## src/rtl/divui_seq_if.sv

```systemverilog
// divui_seq_if: joined operand channels and elastic result channel of the sequential divider
interface divui_seq_if #(parameter int DATA_TYPE = 32);
    logic [DATA_TYPE-1:0] lhs;
    logic                 lhs_valid;
    logic                 lhs_ready;
    logic [DATA_TYPE-1:0] rhs;
    logic                 rhs_valid;
    logic                 rhs_ready;
    logic [DATA_TYPE-1:0] result;
    logic                 result_valid;
    logic                 result_ready;
    modport master (
        output lhs, lhs_valid, rhs, rhs_valid, result_ready,
        input  lhs_ready, rhs_ready, result, result_valid
    );
    modport slave (
        input  lhs, lhs_valid, rhs, rhs_valid, result_ready,
        output lhs_ready, rhs_ready, result, result_valid
    );
endinterface

```

## src/rtl/divui_seq.sv

```systemverilog
// divui_seq: radix-2 restoring unsigned divider, one quotient bit per cycle, one op in flight
module divui_seq #(parameter int DATA_TYPE = 32) (
    input logic        clk,
    input logic        rst,
    divui_seq_if.slave io
);
    localparam int CW = $clog2(DATA_TYPE + 1);
    typedef enum logic [1:0] {IDLE, BUSY, DONE} state_t;
    state_t               state, state_n;
    logic [DATA_TYPE-1:0] quo, div;
    logic [DATA_TYPE:0]   rem;
    logic [DATA_TYPE+1:0] sh, diff;
    logic [CW-1:0]        cnt;
    logic                 accept, fire;
    assign accept          = state == IDLE || (state == DONE && io.result_ready);
    assign fire            = accept && io.lhs_valid && io.rhs_valid;
    assign io.lhs_ready    = accept && io.rhs_valid;
    assign io.rhs_ready    = accept && io.lhs_valid;
    assign io.result       = quo;
    assign io.result_valid = state == DONE;
    assign sh              = {rem, quo[DATA_TYPE-1]};
    assign diff            = sh - {2'b00, div};
    // state register
    always_ff @(posedge clk) begin
        state <= rst ? IDLE : state_n;
    end
    // next state: a fire in DONE goes straight back to BUSY
    always_comb begin
        state_n = fire                               ? BUSY :
                  (state == BUSY && cnt == CW'(1))   ? DONE :
                  (state == DONE && io.result_ready) ? IDLE : state;
    end
    // datapath: load operands on fire, then shift/trial-subtract each BUSY cycle
    always_ff @(posedge clk) begin
        if (rst) begin
            quo <= '0;
            div <= '0;
            rem <= '0;
            cnt <= '0;
        end else if (fire) begin
            quo <= io.lhs;
            div <= io.rhs;
            rem <= '0;
            cnt <= CW'(DATA_TYPE);
        end else if (state == BUSY) begin
            quo <= {quo[DATA_TYPE-2:0], ~diff[DATA_TYPE+1]};
            rem <= diff[DATA_TYPE+1] ? sh[DATA_TYPE:0] : diff[DATA_TYPE:0];
            cnt <= cnt - CW'(1);
        end
    end
endmodule

```

## src/flat_wrapper.sv

```systemverilog
// flat-port wrapper written by rule: the top's interface ports become plain ports
module divui_seq_flat 
#(parameter int DATA_TYPE = 32)
  (clk, rst, io_lhs, io_lhs_valid, io_rhs, io_rhs_valid, io_result_ready, io_lhs_ready, io_rhs_ready, io_result, io_result_valid);
  divui_seq_if #(.DATA_TYPE(DATA_TYPE)) io_i ();
  input logic clk;
  input logic rst;
  input wire logic [$bits(io_i.lhs)-1:0] io_lhs;
  input wire logic [$bits(io_i.lhs_valid)-1:0] io_lhs_valid;
  input wire logic [$bits(io_i.rhs)-1:0] io_rhs;
  input wire logic [$bits(io_i.rhs_valid)-1:0] io_rhs_valid;
  input wire logic [$bits(io_i.result_ready)-1:0] io_result_ready;
  output wire logic [$bits(io_i.lhs_ready)-1:0] io_lhs_ready;
  output wire logic [$bits(io_i.rhs_ready)-1:0] io_rhs_ready;
  output wire logic [$bits(io_i.result)-1:0] io_result;
  output wire logic [$bits(io_i.result_valid)-1:0] io_result_valid;
  assign io_i.lhs = io_lhs;
  assign io_i.lhs_valid = io_lhs_valid;
  assign io_i.rhs = io_rhs;
  assign io_i.rhs_valid = io_rhs_valid;
  assign io_i.result_ready = io_result_ready;
  assign io_lhs_ready = io_i.lhs_ready;
  assign io_rhs_ready = io_i.rhs_ready;
  assign io_result = io_i.result;
  assign io_result_valid = io_i.result_valid;
  divui_seq #(.DATA_TYPE(DATA_TYPE)) u_core (.clk(clk), .rst(rst), .io(io_i));
endmodule
```

## config.mk

```make
export PLATFORM = sky130hd
export DESIGN_NAME = divui_seq_flat
export DESIGN_NICKNAME = d
export VERILOG_FILES = /design/src/rtl/divui_seq_if.sv /design/src/rtl/divui_seq.sv /design/src/flat_wrapper.sv
export SDC_FILE = /design/constraint.sdc
export NUM_CORES = 1
export LEC_CHECK = 0
export BUFFER_PORTS_ARGS = -buffer_cell sky130_fd_sc_hd__buf_2
export CELL_PAD_IN_SITES_DETAIL_PLACEMENT = 2
export CELL_PAD_IN_SITES_GLOBAL_PLACEMENT = 2
export CORE_AREA = 2 2 136 138
export CTS_CLUSTER_DIAMETER = 200
export DETAILED_ROUTE_END_ITERATION = 16
export DIE_AREA = 0 0 138 140
export GPL_TIMING_DRIVEN = 1
export PLACE_DENSITY = 0.78
export SLEW_MARGIN = 20
export SYNTH_ARGS = -nofsm -noshare
export SYNTH_HDL_FRONTEND = slang
export SYNTH_SLANG_ARGS = --single-unit
```

## constraint.sdc

```tcl
create_clock -name clk -period 3.6 [get_ports clk]
set_clock_uncertainty 0.05 [all_clocks]
set_input_delay 0.36 -clock clk [delete_from_list [all_inputs] [get_ports clk]]
set_output_delay 0.36 -clock clk [all_outputs]
set_load 0.005 [all_outputs]
```

======== Yosys cells after proc, flatten, opt, wreduce, memory -nomap -nowiden ========
Cells that the tools add are included.
operators by class
  add/subtract/negate cells ............... 2
  eq/ne operators ......................... 3
  muxes and demuxes ....................... 8
  bitwise operators ....................... 1
  reduce and logical (&&, ||, !) cells .... 11
operator list
  kind                                                                 number
  32-bit two-way mux                                                   2
  34-bit by 32-bit subtractor with 34-bit output                       1
  33-bit two-way mux                                                   1
  6-bit two-way mux                                                    2
  6-bit by 1-bit == test with 1-bit output (second input constant)     1
  6-bit by 1-bit subtractor with 6-bit output (second input constant)  1
  1-bit logical AND                                                    5
  2-bit two-way mux                                                    2
  2-bit nonzero test                                                   2
  3-bit nonzero test                                                   1
  2-bit by 1-bit == test with 1-bit output (second input constant)     1
  2-bit == test (second input constant)                                1
  2-bit logical NOT                                                    1
  2-bit OR reduction                                                   1
  1-bit logical OR                                                     1
  1-bit two-way mux                                                    1
  1-bit inverter                                                       1
storage, ports and cells
  bits in registers ....................... 105
  input port bits ......................... 69
  output and inout port bits .............. 35

======== Longest topological paths before layout ========
Gate-level depths: netlist of run 1.
  depth in word-level cells ............... 6
  gate-level depth with buffers ........... 14

======== Worst setup path after synthesis of run 1 ========
Ideal clock, no wire load.
  path type ............................... register to register
  start point ............................. reg u_core.div[26]
  end point ............................... reg u_core.rem[3]
  library setup time ...................... 0.133 ns
  arrival time ............................ 2.622 ns
  data required time ...................... 3.417 ns
  slack ................................... 0.796 ns
  stages on the path, launching flop included .. 13
  buffers on the path ..................... 1
  period minus slack after synthesis ...... 2.804 ns
  cell sequence ........................... dfxtp_1 > inv_1 > ha_1 > a21o_1 > a21o_1 > a21oi_1 > nor2_1 > nor4b_1 > o31ai_4 > xor2_4 > buf_8 > mux2i_1 > a21oi_1
between the ends
  word-level cells in the longest chain between the ends .. 2
ends and longest elaborated chain
  what                                            line             source
  start: declaration                              divui_seq.sv:10  logic [DATA_TYPE-1:0] quo, div;
  start signal: assignment                        divui_seq.sv:42  div <= io.rhs;
  34-bit by 32-bit subtractor with 34-bit output  divui_seq.sv:22  assign diff = sh - {2'b00, div};
  33-bit two-way mux                              divui_seq.sv:47  rem <= diff[DATA_TYPE+1] ? sh[DATA_TYPE:0] : diff[DATA_TYPE:0];
  end signal: assignment                          divui_seq.sv:47
  end: declaration                                divui_seq.sv:11  logic [DATA_TYPE:0] rem;
Every way passes these cells.
A chain may end at the register's enable or synchronous reset.

======== Worst setup path after layout of run 1 ========
  start point ............................. reg u_core.div[26]
  end point ............................... reg u_core.rem[32]
Same word-level chain as after synthesis.

==> results of run 1 <==
placed cells by master (no fill, tap or decap), types with 5 or more instances in the layout:
cell	instances
a22oi_1	32
nand4_1	8
nand2_1	124
a21oi_1	127
nor2_1	22
xnor2_1	20
nor2b_1	5
inv_1	41
mux2i_1	28
dfxtp_1	105
buf_2	103
nand3_1	6
buf_4	6
clkbuf_16	9
o21ai_0	42
xor2_1	16
nor3_1	6
o211ai_1	5
a21o_1	13
ha_1	34
o21a_1	6
power by group through the flow:
stage          registers (mW)  logic, mW  clock network (mW)
6_report                 1.29       1.34               0.969
5_1_grt                  1.30       1.50                1.04
4_1_cts                  1.29       1.35                1.00
3_5_place_dp             1.32       1.33                   0
3_3_place_gp             1.31       1.28                   0
2_1_floorplan            1.30       1.03                   0
metrics by stage:
step	cells	setup slack (ns)	utilization, %
after floorplan	724	0.7956	-
after detailed placement	1020	0.3348	36.43
after global routing	1035	0.05372	38.02
after global placement	1020	0.4812	36.43
final	1035	0.3597	38.02
after CTS	1035	0.2680	38.00
layer usage:
metal	vias to the layer above	part of all wire [%]	wire length, microns
li1	2675	-	-
met1	2685	44	8130
met2	73	50	9239
met3	14	4.3	783
met4	0	1.2	218
met5	-	0	0
cells by family (layout without fill, tap and decap cells):
| logic type | count (synthesis) | in the layout | share of synthesized area [%] |
|---|---|---|---|
| DFF | 105 | 105 | 36.27 |
| AOI/OAI and AO/OA | 249 | 249 | 25.56 |
| muxes | 28 | 28 | 4.836 |
| adders and majority gates | 35 | 35 | 7.686 |
| buffers and inverters | 84 | 166 | 6.066 |
| xor gates and xnor gates | 37 | 37 | 5.915 |
| and+or+nand+nor | 186 | 186 | 13.67 |
flip-flops by register name (all words and copies together), names as in the netlist:
signal and cells:
u_core.cnt 6, u_core.div 32, u_core.io.result 32, u_core.rem 33
u_core.state 2
worst reg2reg max path: cells and delay by family, from the launching register on:
kind | cells | cell delay [ns]
AOI/OAI and AO/OA | 6 | 1.05
and+or+nand+nor | 2 | 0.58
xor gates and xnor gates | 2 | 0.37
adders and majority gates | 1 | 0.35
DFF | 1 | 0.34
buffers and inverters | 2 | 0.34
how the worst max path moves through the flow:
stage,start,to,slack [ns]
global route,u_core.io.result[31],u_core.rem[32],0.05
CTS,u_core.io.result[31],u_core.rem[32],0.27
global placement,u_core.io.result[31],u_core.rem[32],0.48
finish,u_core.div[26],u_core.rem[32],0.36
detailed placement,u_core.io.result[31],u_core.rem[32],0.33
floorplan,u_core.div[26],u_core.rem[3],0.80
layout make-up:
| type | instances | area, sq um | share of cell area, % |
|---|---|---|---|
| Timing Repair Buffer | 110 | 580.6 | 8.588 |
| Clock buffer | 10 | 239.0 | 3.535 |
| Multi-Input combinational cell | 535 | 3357 | 49.66 |
| Inverter | 41 | 153.9 | 2.277 |
| Clock inverter | 5 | 41.29 | 0.6108 |
| Tap cell | 229 | 286.5 | 4.238 |
| Sequential cell | 105 | 2102 | 31.09 |
==> flow_metrics.env, run 1 <==
export IMPL_intPower_mw=2.290
export IMPL_place_congestion=0.8171
export IMPL_yosysTopAreaCell="dfxtp_1"
export IMPL_worstHoldStart="io_rhs[21]"
export IMPL_synth_main_ff_cell="dfxtp_1"
export IMPL_synth_nets=828
export IMPL_synth_seq_cells=105
export IMPL_cts_sink_count=105
export IMPL_endpoint_kind="flop"
export IMPL_rows=49
export IMPL_synth_top_cells_by_area="dfxtp_1 36%, a21oi_1 11%, nand2_1 8.0%, ha_1 7.3%, mux2i_1 4.8%"
export IMPL_cts_tree="built"
export IMPL_swShare_pct=36.39
export IMPL_fin_area_sq_um=6760
export IMPL_pin_count=104
export IMPL_grtUsageTotal_pct=19.22
export IMPL_synth_most_common_cell="a21oi_1"
export IMPL_viasPerCell=5.263
export IMPL_fp_coreArea_sq_um=17780
export IMPL_max_clock_freq_mhz=308.6
export IMPL_initial_utilization_pct=32.60
export IMPL_synthesis_instances=724
export IMPL_antenna_found_initial=0
export IMPL_p_clk_share_pct=26.9
export IMPL_synth_edff_count=0
export IMPL_crit_buf_inv=2
export IMPL_gr_usage_met2_pct=34.94
export IMPL_p_sw_mw=1.310
export IMPL_clock_root_buffer="clkbuf_16"
export IMPL_drt_wirelength_per_cell_microns=17.75
export IMPL_drc=0
export IMPL_grt_pass1_wl_microns=30640
export IMPL_synth_warnings=0
export IMPL_cp_slowest_cell="nor4b_1"
export IMPL_peakVddDrop_mv=0.2698
export IMPL_clk_pin_slew_ns=0.08
export IMPL_min_period_over_period_pct=90.01
export IMPL_vias=5447
export IMPL_tightest_slew_ns=0.7363
export IMPL_seq_area_frac_synth_pct=36.27
export IMPL_met3_usage_pct=4.410
export IMPL_cpPeakStageDelay_ns=0.49
export IMPL_setup_violations_final=0
export IMPL_drt_total_wl_microns=18370
export IMPL_tns_ns=0
export IMPL_yosys_top_cells_count="128 x a21oi_1, 124 x nand2_1, 105 x dfxtp_1, 42 x o21ai_0, 41 x inv_1"
export IMPL_path_depth=13
export IMPL_power_frac_seq_pct=35.9
export IMPL_die_area_sq_um=19320
export IMPL_diodes=0
export IMPL_grt_pass1_vias=6072
export IMPL_status="finished clean"
export IMPL_clk_insertion_delay_late_ns=0.36
export IMPL_critPathKind="flop to flop"
export IMPL_crit_fanout=37
export IMPL_slew_viol_final=0
export IMPL_grt_overflow=0
export IMPL_hp_class="input pin to flop"
export IMPL_place_area_sq_um=6476
export IMPL_worst_setup_path_start_kind="flop"
export IMPL_reg2reg_to="u_core.rem[32]"
export IMPL_nets=906
export IMPL_worstPathCellList="inv_1, ha_1, a21o_1, a21o_1, a21oi_1, nor2_1, nor4b_1, o31ai_4, xor2_4, buf_12, o2111ai_2, xor2_1, a21oi_1"
export IMPL_worstReg2RegStart="u_core.div[26]"
export IMPL_hold_viol=0
export IMPL_htreeDepth=3
export IMPL_cts_hold_buf=0
export IMPL_min_to="u_core.div[21]"
export IMPL_comb_power_share_pct=37.1
export IMPL_rsz0062_at_grt="false"
export IMPL_die_width_microns=138
export IMPL_die_h_microns=140
export IMPL_r2r_slack_ns=0.36
export IMPL_port_buffers=103
export IMPL_n_fill_cell=2089
export IMPL_worstHoldPathCells=3
export IMPL_cts_max_path_buffers=2
export IMPL_first_iter_violations=172
export IMPL_syn_area_per_cell_sq_um=8.005
export IMPL_whs_ns=0.1873
export IMPL_relSlewSlack_pct=49.65
export IMPL_cts_inserted_buffers=9
export IMPL_drive_above_1_share_pct=17.00
export IMPL_cts_resized_gates=0
export IMPL_cap_violations=0
export IMPL_cp_required_ns=3.76
export IMPL_cts_setup_buffers=0
export IMPL_power_per_cell_area_nw_per_um2=532.4
export IMPL_top_usage_layer="met2"
export IMPL_total_power_mw=3.599
export IMPL_worstPathArrival_ns=3.40
export IMPL_async_reset_ff_share_pct=0
export IMPL_first_pass_iters=4
export IMPL_place_hpwl_microns=13120
export IMPL_grt_max_degree=76
export IMPL_use_met1_pct=22.67
export IMPL_reg2reg_depth=13
export IMPL_synth_top_area_share_pct=36.27
export IMPL_period_minus_slack_ns=3.240
export IMPL_ant_nets=0
export IMPL_synth_cell_types=47
export IMPL_areaGrowthSynthToFinish_pct=16.65
export IMPL_cellLeakagePower_nw=2.833
export IMPL_syn_cell_area_sq_um=5796
export IMPL_cpLargestDelayFamily="compound AO/OA/AOI/OAI gates"
Power figures use the tool's default switching activity.
==> inputs of run 2 (changes only) <==
--- a/config.mk
+++ b/config.mk
@@ -8,10 +8,10 @@
 export BUFFER_PORTS_ARGS = -buffer_cell sky130_fd_sc_hd__buf_2
 export CELL_PAD_IN_SITES_DETAIL_PLACEMENT = 2
 export CELL_PAD_IN_SITES_GLOBAL_PLACEMENT = 2
-export CORE_AREA = 2 2 136 138
+export CORE_AREA = 2 2 97 193
 export CTS_CLUSTER_DIAMETER = 200
 export DETAILED_ROUTE_END_ITERATION = 16
-export DIE_AREA = 0 0 138 140
+export DIE_AREA = 0 0 99 195
 export GPL_TIMING_DRIVEN = 1
 export PLACE_DENSITY = 0.78
 export SLEW_MARGIN = 20
==> flow_metrics.env, run 2 (same netlist as run 1, synthesis figures left out) <==
export IMPL_cp_endpoint="u_core.rem[8]"
export IMPL_worstPathCellList="inv_1, ha_1, a21o_1, a21o_1, a21oi_1, nor2_1, nor4b_1, o31ai_4, xor2_4, buf_4, mux2i_1, a21oi_1"
export IMPL_final_cell_mix="128 x a21oi_1, 124 x nand2_1, 105 x dfxtp_1, 103 x buf_2, 42 x o21ai_0"
export IMPL_startpoint="u_core.div[26]"
export IMPL_n_fill_cell=2045
export IMPL_tns_ns=0
export IMPL_drc=0
export IMPL_grtUsageTotal_pct=20.42
export IMPL_first_iter_violations=118
export IMPL_rsz0062_at_grt="false"
export IMPL_drt_wirelength_per_cell_microns=18.90
export IMPL_r2r_slack_ns=0.24
export IMPL_total_power_mw=3.625
export IMPL_status="finished clean"
export IMPL_dp_cells=1008
export IMPL_layout_commonest_cell="a21oi_1"
export IMPL_htreeDepth=3
export IMPL_cts_max_path_buffers=2
export IMPL_crit_fanout=28
export IMPL_first_pass_iters=4
export IMPL_tightest_slew_ns=0.6370
export IMPL_setup_violations_final=0
export IMPL_worst_setup_path_start_kind="flop"
export IMPL_place_ws_ns=0.2633
export IMPL_cts_inserted_buffers=9
export IMPL_critPathKind="flop to flop"
export IMPL_diodes=0
export IMPL_grt_pass1_wl_microns=31710
export IMPL_port_buffers=103
export IMPL_nets=910
export IMPL_comb_power_share_pct=37.1
export IMPL_cts_setup_buffers=0
export IMPL_endpoint_kind="flop"
export IMPL_fin_ws_ns=0.2413
export IMPL_place_congestion=0.8472
export IMPL_worstPathArrival_ns=3.53
export IMPL_fin_area_sq_um=6759
export IMPL_fin_util_pct=38.19
export IMPL_initial_utilization_pct=32.75
export IMPL_whs_ns=0.1837
export IMPL_cp_required_ns=3.77
export IMPL_cts_tree="built"
export IMPL_antenna_found_initial=0
export IMPL_ant_nets=0
export IMPL_p_clk_share_pct=27.1
export IMPL_cts_hold_buf=0
export IMPL_viasPerCell=5.414
export IMPL_rows=69
export IMPL_grt_max_degree=51
export IMPL_die_area_sq_um=19310
export IMPL_cp_slowest_cell="nor4b_1"
export IMPL_relSlewSlack_pct=56.93
export IMPL_hold_viol=0
export IMPL_slew_viol_final=0
export IMPL_cellLeakagePower_nw=2.853
export IMPL_cts_sink_count=105
export IMPL_final_cells=1024
export IMPL_grt_pass1_vias=6440
export IMPL_vias=5544
export IMPL_period_minus_slack_ns=3.359
export IMPL_die_h_microns=195
export IMPL_intPower_mw=2.308
export IMPL_reg2reg_to="u_core.rem[8]"
export IMPL_min_period_over_period_pct=93.30
export IMPL_max_clock_freq_mhz=297.7
export IMPL_areaGrowthSynthToFinish_pct=16.62
export IMPL_power_per_cell_area_nw_per_um2=536.3
export IMPL_die_width_microns=99
export IMPL_clk_pin_slew_ns=0.07
export IMPL_drt_total_wl_microns=19350
export IMPL_clk_insertion_delay_late_ns=0.36
export IMPL_grt_overflow=0
export IMPL_power_frac_seq_pct=35.7
export IMPL_area_sequential_sq_um=2102
export IMPL_multiInputGateArea_sq_um=3353
export IMPL_swShare_pct=36.34
export IMPL_hp_class="input pin to flop"
export IMPL_largest_reg_flops=33
export IMPL_clock_root_buffer="clkbuf_16"
export IMPL_place_hpwl_microns=14380
export IMPL_top_register="u_core.rem"
export IMPL_worstReg2RegStart="u_core.div[26]"
export IMPL_drive_above_1_share_pct=17.14
export IMPL_peakVddDrop_mv=0.2193
export IMPL_place_area_sq_um=6474
export IMPL_p_sw_mw=1.317
export IMPL_reg2reg_depth=12
export IMPL_cap_violations=0
export IMPL_cts_resized_gates=0
export IMPL_fp_coreArea_sq_um=17700
export IMPL_pin_count=104
export IMPL_cpPeakStageDelay_ns=0.55
[run 2: cell types whose count changed in the layout (fill, tap and decap cells not counted), sizes merged]
| cell | before | now |
|---|---|---|
| inv | 42 | 41 |
| clkbuf | 10 | 13 |
| clkinvlp | 2 | 1 |
| buf | 110 | 114 |
[run 2: routing by layer]
metal	share of wire, %	track usage, %	up-vias
met3	3.5	3.579	31
met1	34	18.52	2727
met4	2.8	8.168	0
met2	60	42.32	110
met5	0	0	-
li1	-	-	2676
[run 2: final cells by class]
class | count | area share, %
timing repair buffer | 114 | 8.849
multi-input combinational | 535 | 49.61
clock buffer | 13 | 3.850
clock inverter | 3 | 0.3702
inverter | 41 | 2.277
tap | 213 | 3.943
sequential | 105 | 31.10
[run 2: critical path: cells and delay by family (launching register included)]
kind,cells,cell delay [ns]
compound gates,5,0.89
buf+inv,2,0.48
mux,1,0.27
simple gates,2,0.64
xor+xnor,1,0.18
flops,1,0.35
fa+ha+maj,1,0.35
[run 2: power groups by stage]
stage | clock network [mW] | logic, mW | registers, mW
after floorplan | 0 | 1.03 | 1.30
after global placement | 0 | 1.29 | 1.32
after detailed placement | 0 | 1.35 | 1.32
after CTS | 1.01 | 1.37 | 1.30
after global routing | 1.06 | 1.49 | 1.31
final | 0.984 | 1.35 | 1.29
[run 2: worst min path at each step]
stage                   startpoint              to  slack, ns  depth (start not counted)
CTS                     io_rhs[22]  u_core.div[22]       0.18                          3
global route            io_rhs[20]  u_core.div[20]       0.19                          3
floorplan           u_core.div[10]  u_core.div[10]       0.39                          2
finish                  io_rhs[22]  u_core.div[22]       0.18                          3
detailed placement   u_core.div[4]   u_core.div[4]       0.41                          2
global placement    u_core.div[18]  u_core.div[18]       0.39                          2
==> inputs of run 3 (changes only) <==
--- a/config.mk
+++ b/config.mk
@@ -13,7 +13,7 @@
 export DETAILED_ROUTE_END_ITERATION = 16
 export DIE_AREA = 0 0 99 195
 export GPL_TIMING_DRIVEN = 1
-export PLACE_DENSITY = 0.78
+export PLACE_DENSITY_LB_ADDON = 0.1
 export SLEW_MARGIN = 20
 export SYNTH_ARGS = -nofsm -noshare
 export SYNTH_HDL_FRONTEND = slang
==> flow_metrics.env, run 3 (same netlist as run 1, synthesis figures left out) <==
export IMPL_status="finished clean"
export IMPL_grt_max_degree=77
export IMPL_cts_max_path_buffers=2
export IMPL_grt_pass1_vias=6342
export IMPL_cp_required_ns=3.78
export IMPL_fp_coreArea_sq_um=17700
export IMPL_slew_viol_final=0
export IMPL_viasPerCell=5.361
export IMPL_worst_setup_path_start_kind="flop"
export IMPL_crit_fanout=13
export IMPL_relSlewSlack_pct=52.43
export IMPL_drc=0
export IMPL_diodes=0
export IMPL_rows=69
export IMPL_grt_overflow=0
export IMPL_grt_pass1_wl_microns=30430
export IMPL_cts_inserted_buffers=9
export IMPL_antenna_found_initial=0
export IMPL_period_minus_slack_ns=3.268
export IMPL_initial_utilization_pct=32.75
export IMPL_clock_root_buffer="clkbuf_16"
export IMPL_hp_class="input pin to flop"
export IMPL_min_period_over_period_pct=90.77
export IMPL_cts_setup_buffers=0
export IMPL_pin_count=104
export IMPL_die_area_sq_um=19310
export IMPL_layout_commonest_cell="a21oi_1"
export IMPL_cts_sink_count=105
export IMPL_min_to="u_core.div[26]"
export IMPL_cts_hold_buf=0
export IMPL_nets=908
export IMPL_power_per_cell_area_nw_per_um2=541.2
export IMPL_place_congestion=0.7924
export IMPL_cellLeakagePower_nw=2.862
export IMPL_htreeDepth=3
export IMPL_clk_pin_slew_ns=0.07
export IMPL_ant_nets=0
export IMPL_die_width_microns=99
export IMPL_grtUsageTotal_pct=19.40
export IMPL_worstPathArrival_ns=3.45
export IMPL_drt_wirelength_per_cell_microns=17.85
export IMPL_r2r_slack_ns=0.33
export IMPL_vias=5479
export IMPL_max_clock_freq_mhz=306.0
export IMPL_worstHoldStart="rst"
export IMPL_final_cell_mix="128 x a21oi_1, 124 x nand2_1, 105 x dfxtp_1, 103 x buf_2, 42 x o21ai_0"
export IMPL_cap_violations=0
export IMPL_worstReg2RegStart="u_core.div[26]"
export IMPL_drt_total_wl_microns=18240
export IMPL_port_buffers=103
export IMPL_drive_above_1_share_pct=17.06
export IMPL_reg2reg_to="u_core.rem[31]"
export IMPL_first_pass_iters=4
export IMPL_first_iter_violations=127
export IMPL_largest_reg_flops=33
export IMPL_tightest_slew_ns=0.7136
export IMPL_tns_ns=0
export IMPL_critPathKind="flop to flop"
export IMPL_areaGrowthSynthToFinish_pct=17.12
export IMPL_top_register="u_core.rem"
export IMPL_cts_resized_gates=0
export IMPL_setup_violations_final=0
export IMPL_rsz0062_at_grt="false"
export IMPL_clk_insertion_delay_late_ns=0.35
export IMPL_hold_viol=0
export IMPL_whs_ns=0.1623
export IMPL_worstHoldPathCells=2
export IMPL_place_hpwl_microns=13920
export IMPL_die_h_microns=195
export IMPL_cts_tree="built"
export IMPL_peakVddDrop_mv=0.2177
export IMPL_endpoint_kind="flop"
export IMPL_reg2reg_depth=12
## run 3: changes by cell type in the layout (fill, tap and decap cells not counted)
cell | previous run | this run
inv_6 | 0 | 1
buf_4 | 11 | 8
clkinv_4 | 2 | 0
bufinv_16 | 0 | 1
buf_12 | 0 | 1
clkbuf_1 | 2 | 1
clkbuf_8 | 2 | 3
## run 3: per-stage QoR
step / cell area, sq um / total power [mW] / std cells / util (%) / setup WS (ns)
6_report: 6788 / 3.674 / 1022 / 38.35 / 0.3321
5_1_grt: 6788 / 3.910 / 1022 / 38.35 / 0.1118
4_1_cts: 6788 / 3.745 / 1022 / 38.35 / 0.2865
3_5_place_dp: 6471 / 2.669 / 1006 / 36.56 / 0.3164
3_3_place_gp: 6471 / 2.620 / 1006 / 36.56 / 0.3833
2_1_floorplan: 5796 / 2.333 / 724 / - / 0.7956
## run 3: worst max path at each step
stage	from	endpoint	depth (start not counted)
floorplan	u_core.div[26]	u_core.rem[3]	12
global placement	u_core.div[26]	u_core.rem[31]	12
detailed placement	u_core.div[26]	u_core.rem[31]	12
CTS	u_core.div[26]	u_core.rem[31]	12
global route	u_core.div[26]	u_core.rem[5]	12
finish	u_core.div[26]	u_core.rem[31]	12
## run 3: final cells by class
type,instances,area (sq um)
Tap cell,213,266.5
Inverter,41,153.9
Sequential cell,105,2102
Clock buffer,13,270.3
Multi-Input combinational cell,535,3353
Clock inverter,3,46.29
Timing Repair Buffer,112,595.6
Fill cell,2058,10910
## run 3: where the power goes
part	total [mW]	switching [mW]	internal, mW
Combinational	1.33	0.767	0.561
Sequential	1.29	0.0583	1.23
Clock	1.05	0.453	0.600
Total	3.67	1.28	2.40
## run 3: critical path, stage by stage (launching register included)
cell,delay [ns]
dfxtp_1,0.33
inv_1,0.05
ha_1,0.36
a21o_1,0.23
a21o_1,0.17
a21oi_1,0.17
nor2_1,0.07
nor4b_1,0.47
o31ai_4,0.19
xor2_4,0.31
buf_4,0.34
mux2i_1,0.29
a21oi_1,0.10
## run 3: metal layers
layer  global-route usage [%]  wire length (microns)  vias to the layer above
met5                        0                      0                        -
met4                    6.393                    373                        0
met3                    2.792                    463                       17
met2                    40.09                  10830                       73
met1                    18.65                   6572                     2718
li1                         -                      -                     2671
